### src/rtl/rs_decode_sequencer.sv
// Purpose : per-frame sequencer for the RS(15,11) decoder; receive -> syndrome -> key equation -> correct/output.
// Latency : last input transfer -> one SYND cycle -> first output (clean); solver frames add the bm_done wait.
// Backpres: in_ready only in RECV; out_ready=0 freezes corr_index and all CORRECT-phase outputs.
//
// Ports:
//   CLK, RESET            clock, synchronous active-high reset
//   in_valid / in_ready   input symbol handshake; synd_en/synd_clear strobe the syndrome stage
//   sym_index             index of the next symbol to be accepted
//   synd_zero             all syndromes zero (looked at in SYND only)
//   bm_start / bm_done    key-equation solver start pulse / completion
//   corr_en, bypass       correction stage active / pass symbols through uncorrected
//   corr_index            index of the symbol presented on the output
//   out_valid / out_ready output handshake, out_last marks symbol N-1
//   frame_err             one-cycle pulse on solver timeout
//   frames_done           completed output frames, wraps modulo 256
module rs_decode_sequencer #(
  parameter int N          = 15,
  parameter int K          = 11,
  parameter int BM_TIMEOUT = 16
) (
  input  logic       CLK,
  input  logic       RESET,
  input  logic       in_valid,
  output logic       in_ready,
  output logic       synd_clear,
  output logic       synd_en,
  output logic [3:0] sym_index,
  input  logic       synd_zero,
  output logic       bm_start,
  input  logic       bm_done,
  output logic       corr_en,
  output logic       bypass,
  output logic [3:0] corr_index,
  output logic       out_valid,
  input  logic       out_ready,
  output logic       out_last,
  output logic       frame_err,
  output logic [7:0] frames_done
);

  localparam logic [3:0] LAST  = 4'(N - 1);
  localparam int         TW    = $clog2(BM_TIMEOUT) + 1;
  localparam logic [TW-1:0] TLAST = TW'(BM_TIMEOUT - 1);

  // K only describes the code; sequencing is independent of it. Empty guard
  // block keeps the parameter referenced.
  if (K >= N) begin : g_k_not_below_n
  end

  typedef enum logic [1:0] {
    RECV    = 2'd0,
    SYND    = 2'd1,
    BM_WAIT = 2'd2,
    CORRECT = 2'd3
  } state_t;

  state_t        state, state_nxt;
  logic [TW-1:0] tcnt;
  logic          out_xfer;
  logic          timeout;

  always_comb begin
    state_nxt = state;
    in_ready  = 1'b0;
    corr_en   = 1'b0;
    bm_start  = 1'b0;
    frame_err = 1'b0;
    timeout   = 1'b0;
    case (state)
      RECV: begin
        in_ready = 1'b1;
        if (in_valid && sym_index == LAST) state_nxt = SYND;
      end
      SYND: begin
        if (synd_zero) begin
          state_nxt = CORRECT;
        end else begin
          bm_start  = 1'b1;
          state_nxt = BM_WAIT;
        end
      end
      BM_WAIT: begin
        // bm_done in the final cycle wins over the timeout
        if (bm_done) begin
          state_nxt = CORRECT;
        end else if (tcnt == TLAST) begin
          timeout   = 1'b1;
          frame_err = 1'b1;
          state_nxt = CORRECT;
        end
      end
      CORRECT: begin
        corr_en = 1'b1;
        if (out_ready && corr_index == LAST) state_nxt = RECV;
      end
      default: state_nxt = RECV;
    endcase
  end

  assign synd_en    = in_valid & in_ready;
  assign synd_clear = synd_en & (sym_index == 4'd0);
  assign out_valid  = corr_en;
  assign out_last   = out_valid & (corr_index == LAST);
  assign out_xfer   = out_valid & out_ready;

  always_ff @(posedge CLK) begin
    if (RESET) begin
      state       <= RECV;
      sym_index   <= 4'd0;
      corr_index  <= 4'd0;
      tcnt        <= '0;
      frames_done <= 8'd0;
      bypass      <= 1'b0;
    end else begin
      state <= state_nxt;

      if (synd_en) sym_index <= (sym_index == LAST) ? 4'd0 : sym_index + 4'd1;

      if (state == SYND) begin
        tcnt <= '0;
        if (synd_zero) bypass <= 1'b1;
      end

      if (state == BM_WAIT) begin
        tcnt <= tcnt + 1'b1;
        if (bm_done)      bypass <= 1'b0;
        else if (timeout) bypass <= 1'b1;
      end

      if (out_xfer) begin
        if (corr_index == LAST) begin
          corr_index  <= 4'd0;
          frames_done <= frames_done + 8'd1;
          bypass      <= 1'b0;
        end else begin
          corr_index <= corr_index + 4'd1;
        end
      end
    end
  end

endmodule

### config.mk
export PLATFORM = sky130hd
export DESIGN_NAME = rs_decode_sequencer
export DESIGN_NICKNAME = d
export VERILOG_FILES = /design/src/rtl/rs_decode_sequencer.sv
export SDC_FILE = /design/constraint.sdc
export NUM_CORES = 1
export LEC_CHECK = 0
export CAP_MARGIN = 20
export CORE_MARGIN = 8
export CORE_UTILIZATION = 44
export CTS_BUF_LIST = sky130_fd_sc_hd__clkbuf_16
export DETAILED_ROUTE_END_ITERATION = 8
export PLACE_DENSITY = 0.86
export RECOVER_POWER = 100
export SLEW_MARGIN = 30
export SYNTH_ARGS = -nofsm -noshare
export SYNTH_HDL_FRONTEND = slang
export SYNTH_SLANG_ARGS = --single-unit
### constraint.sdc
create_clock -name CLK -period 1.55 [get_ports CLK]
set_clock_uncertainty 0.05 [all_clocks]
set_input_delay 0.31 -clock CLK [delete_from_list [all_inputs] [get_ports CLK]]
set_output_delay 0.31 -clock CLK [all_outputs]
set_load 0.02 [all_outputs]
**Word level (Yosys, flattened, before mapping)**

Index checks and enable logic that the tools add are counted.

- Input bits: 6
- Register bits: 24
- Logic and storage cells: 54
- Output and inout bits: 25

- Equality and inequality tests: 9
- Bitwise operators: 4
- Multiplexer cells: 24
- $add $sub $neg: 4
- Reductions and logical operators: 7

Operator list:

| operator | number |
|---|---|
| $mux W1 | 15 |
| $mux W5 | 2 |
| $add A4 B1 Y4 const B | 2 |
| $add A8 B1 Y8 const B | 1 |
| $eq A4 B4 Y1 const B | 2 |
| $mux W2 | 4 |
| $mux W4 | 2 |
| $pmux W2 S4 | 1 |
| $add A5 B1 Y5 const B | 1 |
| $eq A5 B4 Y1 const B | 1 |
| $and A1 B1 Y1 | 4 |
| $eq A2 B2 Y1 const B | 2 |
| $logic_not A4 Y1 | 1 |
| $ne A2 B2 Y1 const B | 2 |
| $ne A3 B3 Y1 const B | 1 |
| $reduce_and A3 Y1 | 1 |
| $eq A2 B1 Y1 const B | 1 |
| $logic_and A1 B1 Y1 | 2 |
| $logic_not A2 Y1 | 1 |
| $reduce_and A2 Y1 | 1 |
| $reduce_bool A2 Y1 | 1 |

**Longest topological paths before layout**

Gate-level depths: netlist (run 1).

- Depth in word-level cells: 9
- Mapped depth: 7
- Gate-level depth less buffers: 7

**Worst setup path after synthesis (run 1)**

OpenSTA, ideal clock, no wires.

- Path kind: flip-flop to output port
- Start point: register state[0]
- End point: output synd_clear
- Cell stages (with the launch flop): 5
- Arrival: 1.465 ns
- Slack: -0.275 ns
- Path through: dfxtp_1 inv_1 ha_1 nand2_1 nor3_1

- Word-level cells in the longest chain between the ends: 4

Ends and longest elaborated chain:

| item | RTL line | RTL |
|---|---|---|
| from (decl) | 57 | `state_t state, state_nxt;` |
| from (signal assigned) | 115 | `state <= state_nxt;` |
| $logic_not A2 Y1 | 69 | `case (state)` |
| $mux W1 | 69 |  |
| via in_ready | 24 | `output logic in_ready,` |
| $and A1 B1 Y1 | 100 | `assign synd_en = in_valid & in_ready;` |
| $and A1 B1 Y1 | 101 | `assign synd_clear = synd_en & (sym_index == 4'd0);` |
| to (decl) | 25 | `output logic synd_clear,` |

The timed path passes the listed nets, and every way through them passes these cells.

**Final worst setup path (run 1)**

- Start point: register state[0]
- End point: register state[1]

- Word-level cells in the longest chain between the ends: 3
- Elaborated cells on any way between the ends: 9
- Classes of those cells: eq/ne: 6; mux: 1; reduce/logical: 2

Ends and longest elaborated chain:

| item | RTL line |
|---|---|
| $eq A2 B2 Y1 or $logic_not A2 Y1 (tied branches) | 69 |
| $ne A3 B3 Y1 (no line) or $ne A2 B2 Y1 (tied branches) | -- |
| $reduce_and A3 Y1 (no line) | -- |

Parallel ways exist; a longest one is shown, timed or not.
A chain may end at the register's enable or synchronous reset.

==> impl_metrics.json, run 1 <==
{
  "run_status": "complete, but fails checks",
  "failed_checks": "negative setup slack",
  "yosys.area.top_type": "dfxtp_1",
  "power.density_cell_area_nw_per_um2": 641,
  "routed_wirelength_mm": 3.70,
  "tightestPinTransition_ns": 0.321,
  "syn2layout_area_growth_pct": 57.7,
  "drtAntennaViolNets": 0,
  "io_buffer_count": 30,
  "p_switching_uw": 270,
  "synth.lib_cells_used.distinct": 40,
  "clk_latency_ns": 0.25,
  "leakage_nw": 0.874,
  "cts.root.buffer_cell": "clkbuf_16",
  "drt-initial-drc-count": 60,
  "die-width_um": 69.8,
  "grt_pass1_wl_mm": 6.18,
  "synth_nets": 162,
  "async_reset_ff_share_pct": 0,
  "synth_area_um2": 1270,
  "synth_top_area_share_pct": 37.8,
  "timing.final.crit_period_ns": 1.77,
  "place_ws_ns": -0.492,
  "ys_warn_count": 0,
  "final.period_utilization_pct": 114,
  "gr-usage-all-layers_pct": 14.7,
  "mapped_cells": 149,
  "layout_setup_ws_ns": -0.218,
  "detailroute.via_count": 1323,
  "p_clk_share_pct": 43.1,
  "clock_tree.buffer_depth": 2,
  "reg2reg_depth": 8,
  "synth_enable_flop_cells": 0,
  "critPathArrivalTime_ns": 1.86,
  "internal-power_mw": 1.02,
  "synth-seq-cells": 24,
  "finish.net_count": 223,
  "design.portCount": 31,
  "timing.hold.worst.class": "reg -> reg",
  "tritoncts_clock_tree": "built",
  "fin_tns_setup_ns": -0.668,
  "part_of_the_power_in_registers_pct": 48.4,
  "vias_per_instance": 5.51,
  "mean_area_per_synthesized_cell_um2": 8.54,
  "vdd_ir_drop_max_uv": 584,
  "timing.final.max_slew_violations": 0,
  "hold_path_end": "tcnt[3]",
  "rows": 19,
  "clk_pin_slew_worst_paths_ns": 0.06,
  "switching_share_pct": 20.9,
  "die_height_um": 69.8,
  "fin_total_pwr_mw": 1.29,
  "diodes": 0,
  "placed_area_um2": 1860,
  "cp-start-kind": "flop",
  "synth-seq-area-share_pct": 37.8,
  "setup.worst_path.end_class": "flop",
  "max_fclk_mhz": 566,
  "seqCellArea_um2": 485,
  "core_area_um2": 2760,
  "largest_net_degree_at_the_start_of_global_routing": 14,
  "post_synth_main_area_contributors": "dfxtp_1 38%, ha_1 6.9%, nor2_1 5.9%",
  "worst_hold_start": "tcnt[3]",
  "setup.worst_path.start": "state[0]",
  "crit_required_ns": 1.64,
  "cts-htree-levels": 1,
  "floorplan.initialDensity_pct": 46.1,
  "critical_path_class": "reg -> reg",
  "setup_viol": 6,
  "drt-wirelength-per-cell_um": 15.4,
  "place_inst": 234,
  "final_weighted_congestion_of_routability_driven_global_placement": 0.965,
  "antenna_found_initial": 0,
  "utilization_of_the_core_after_routing_pct": 72.8,
  "grt.overflow.total": 0,
  "multi_input_area_um2": 848,
  "reg2reg_from": "state[0]",
  "numCtsBuffers": 3,
  "timing.rr.end": "state[1]",
  "post-route-drc-count": 0,
  "fill_cells": 200,
  "clock_sink_count": 24,
  "final_hold_viol_count": 0,
  "max_cap_violations": 0,
  "share_comb_of_total_power_pct": 8.5,
  "layout.cell_area.non_filler_um2": 2010,
  "final_common_cell": "buf_4",
  "fin_worst_hold_slack_ns": 0.436,
  "timing.slew.headroom_pct": 78.0,
  "layoutNonFillerInstCount": 240,
  "rsz0062_at_grt": "true",
  "reg2reg_setup_slack_ns": -0.22,
  "most-common-layout-cells": "32 x buf_4, 20 x dfxtp_1, 19 x nor2_1",
  "hold_path_depth": 2,
  "drive_above_1_share_pct": 33.0,
  "via_count_of_the_first_global_routing_pass": 1374,
  "firstDrtPassIters": 4,
  "ys_dominant_reg_cell": "dfxtp_1",
  "design.die.area_um2": 4870,
  "cp_max_fo": 6
}
==> cell type report <==
cell class	count	area share, %
flip-flops and latches	24	24.2
clock buffers	3	3.74
well taps	31	1.93
multi-input cells	113	42.3
clock inverters	1	0.187
repair buffers	62	26.6
inverters	6	1.12
==> Yosys cell counts, types with 2 or more instances <==
cell,instances
nand3_1,4
nand2b_1,3
nor2b_1,2
inv_1,6
a21oi_1,14
or3_1,2
and2_1,2
buf_6,2
nand2_1,11
mux2i_1,2
clkbuf_1,3
o21ai_0,8
nor3b_1,2
ha_1,7
and4_1,2
dfxtp_1,24
nor2_1,20
xor2_1,5
and3_1,5
nand4_1,5
==> kinds of logic after synthesis <==
logic type      synth area share [%]
simple gates                    28.0
compound gates                  15.7
flops                           37.8
buf+inv                         5.01
fa+ha+maj                       6.88
xor+xnor                        4.13
mux                             2.46
==> per-layer routing <==
metal	vias to the layer above	track usage [%]	share of wire, %
met3	4	4.15	5.4
met2	39	26.9	54
met5	-	0	0
met1	629	15.6	40
met4	0	4.91	0.73
li1	651	-	-
==> state kept, by name, indices dropped and copies added, names as in the netlist <==
register     cells
bypass           1
corr_index       4
frames_done      8
state            2
sym_index        4
tcnt             5
==> worst max path at each step <==
| stage | to | cells past startpoint | slack [ns] |
|---|---|---|---|
| 2_1_floorplan | state[0] | 7 | -0.07 |
| 3_3_place_gp | synd_clear | 4 | -0.48 |
| 3_5_place_dp | synd_clear | 4 | -0.49 |
| 4_1_cts | state[0] | 7 | -0.22 |
| 5_1_grt | state[1] | 8 | -0.28 |
| 6_report | state[1] | 8 | -0.22 |
==> power by group through the flow <==
stage | Clock [mW] | Sequential (mW) | Combinational, mW
global route | 0.590 | 0.624 | 0.116
CTS | 0.565 | 0.624 | 0.105
global placement | 0 | 0.637 | 0.0979
floorplan | 0 | 0.644 | 0.0354
finish | 0.555 | 0.624 | 0.109
detailed placement | 0 | 0.637 | 0.102
==> worst max-delay path, cell delays in order (launching register included) <==
cell,delay [ns]
dfxtp_2,0.34
inv_1,0.06
buf_4,0.15
ha_4,0.16
buf_6,0.12
a22o_1,0.21
a221o_1,0.30
buf_4,0.15
mux2i_1,0.11
==> what timing repair did <==
item	4_1_cts	5_1_grt
pin swaps	8	6
endpoints found under the setup margin	34	18
hold buffers	0	0
setup buffers	2	0
gates resized for setup	69	11
Power figures use the tool's default switching activity.
==> inputs of run 2 (changes only) <==
--- a/config.mk
+++ b/config.mk
@@ -5,7 +5,6 @@
 export SDC_FILE = /design/constraint.sdc
 export NUM_CORES = 1
 export LEC_CHECK = 0
-export CAP_MARGIN = 20
 export CORE_MARGIN = 8
 export CORE_UTILIZATION = 44
 export CTS_BUF_LIST = sky130_fd_sc_hd__clkbuf_16
==> results of run 2 <==
Same layout as run 1: the final DEF is identical, and so are final timing and power.
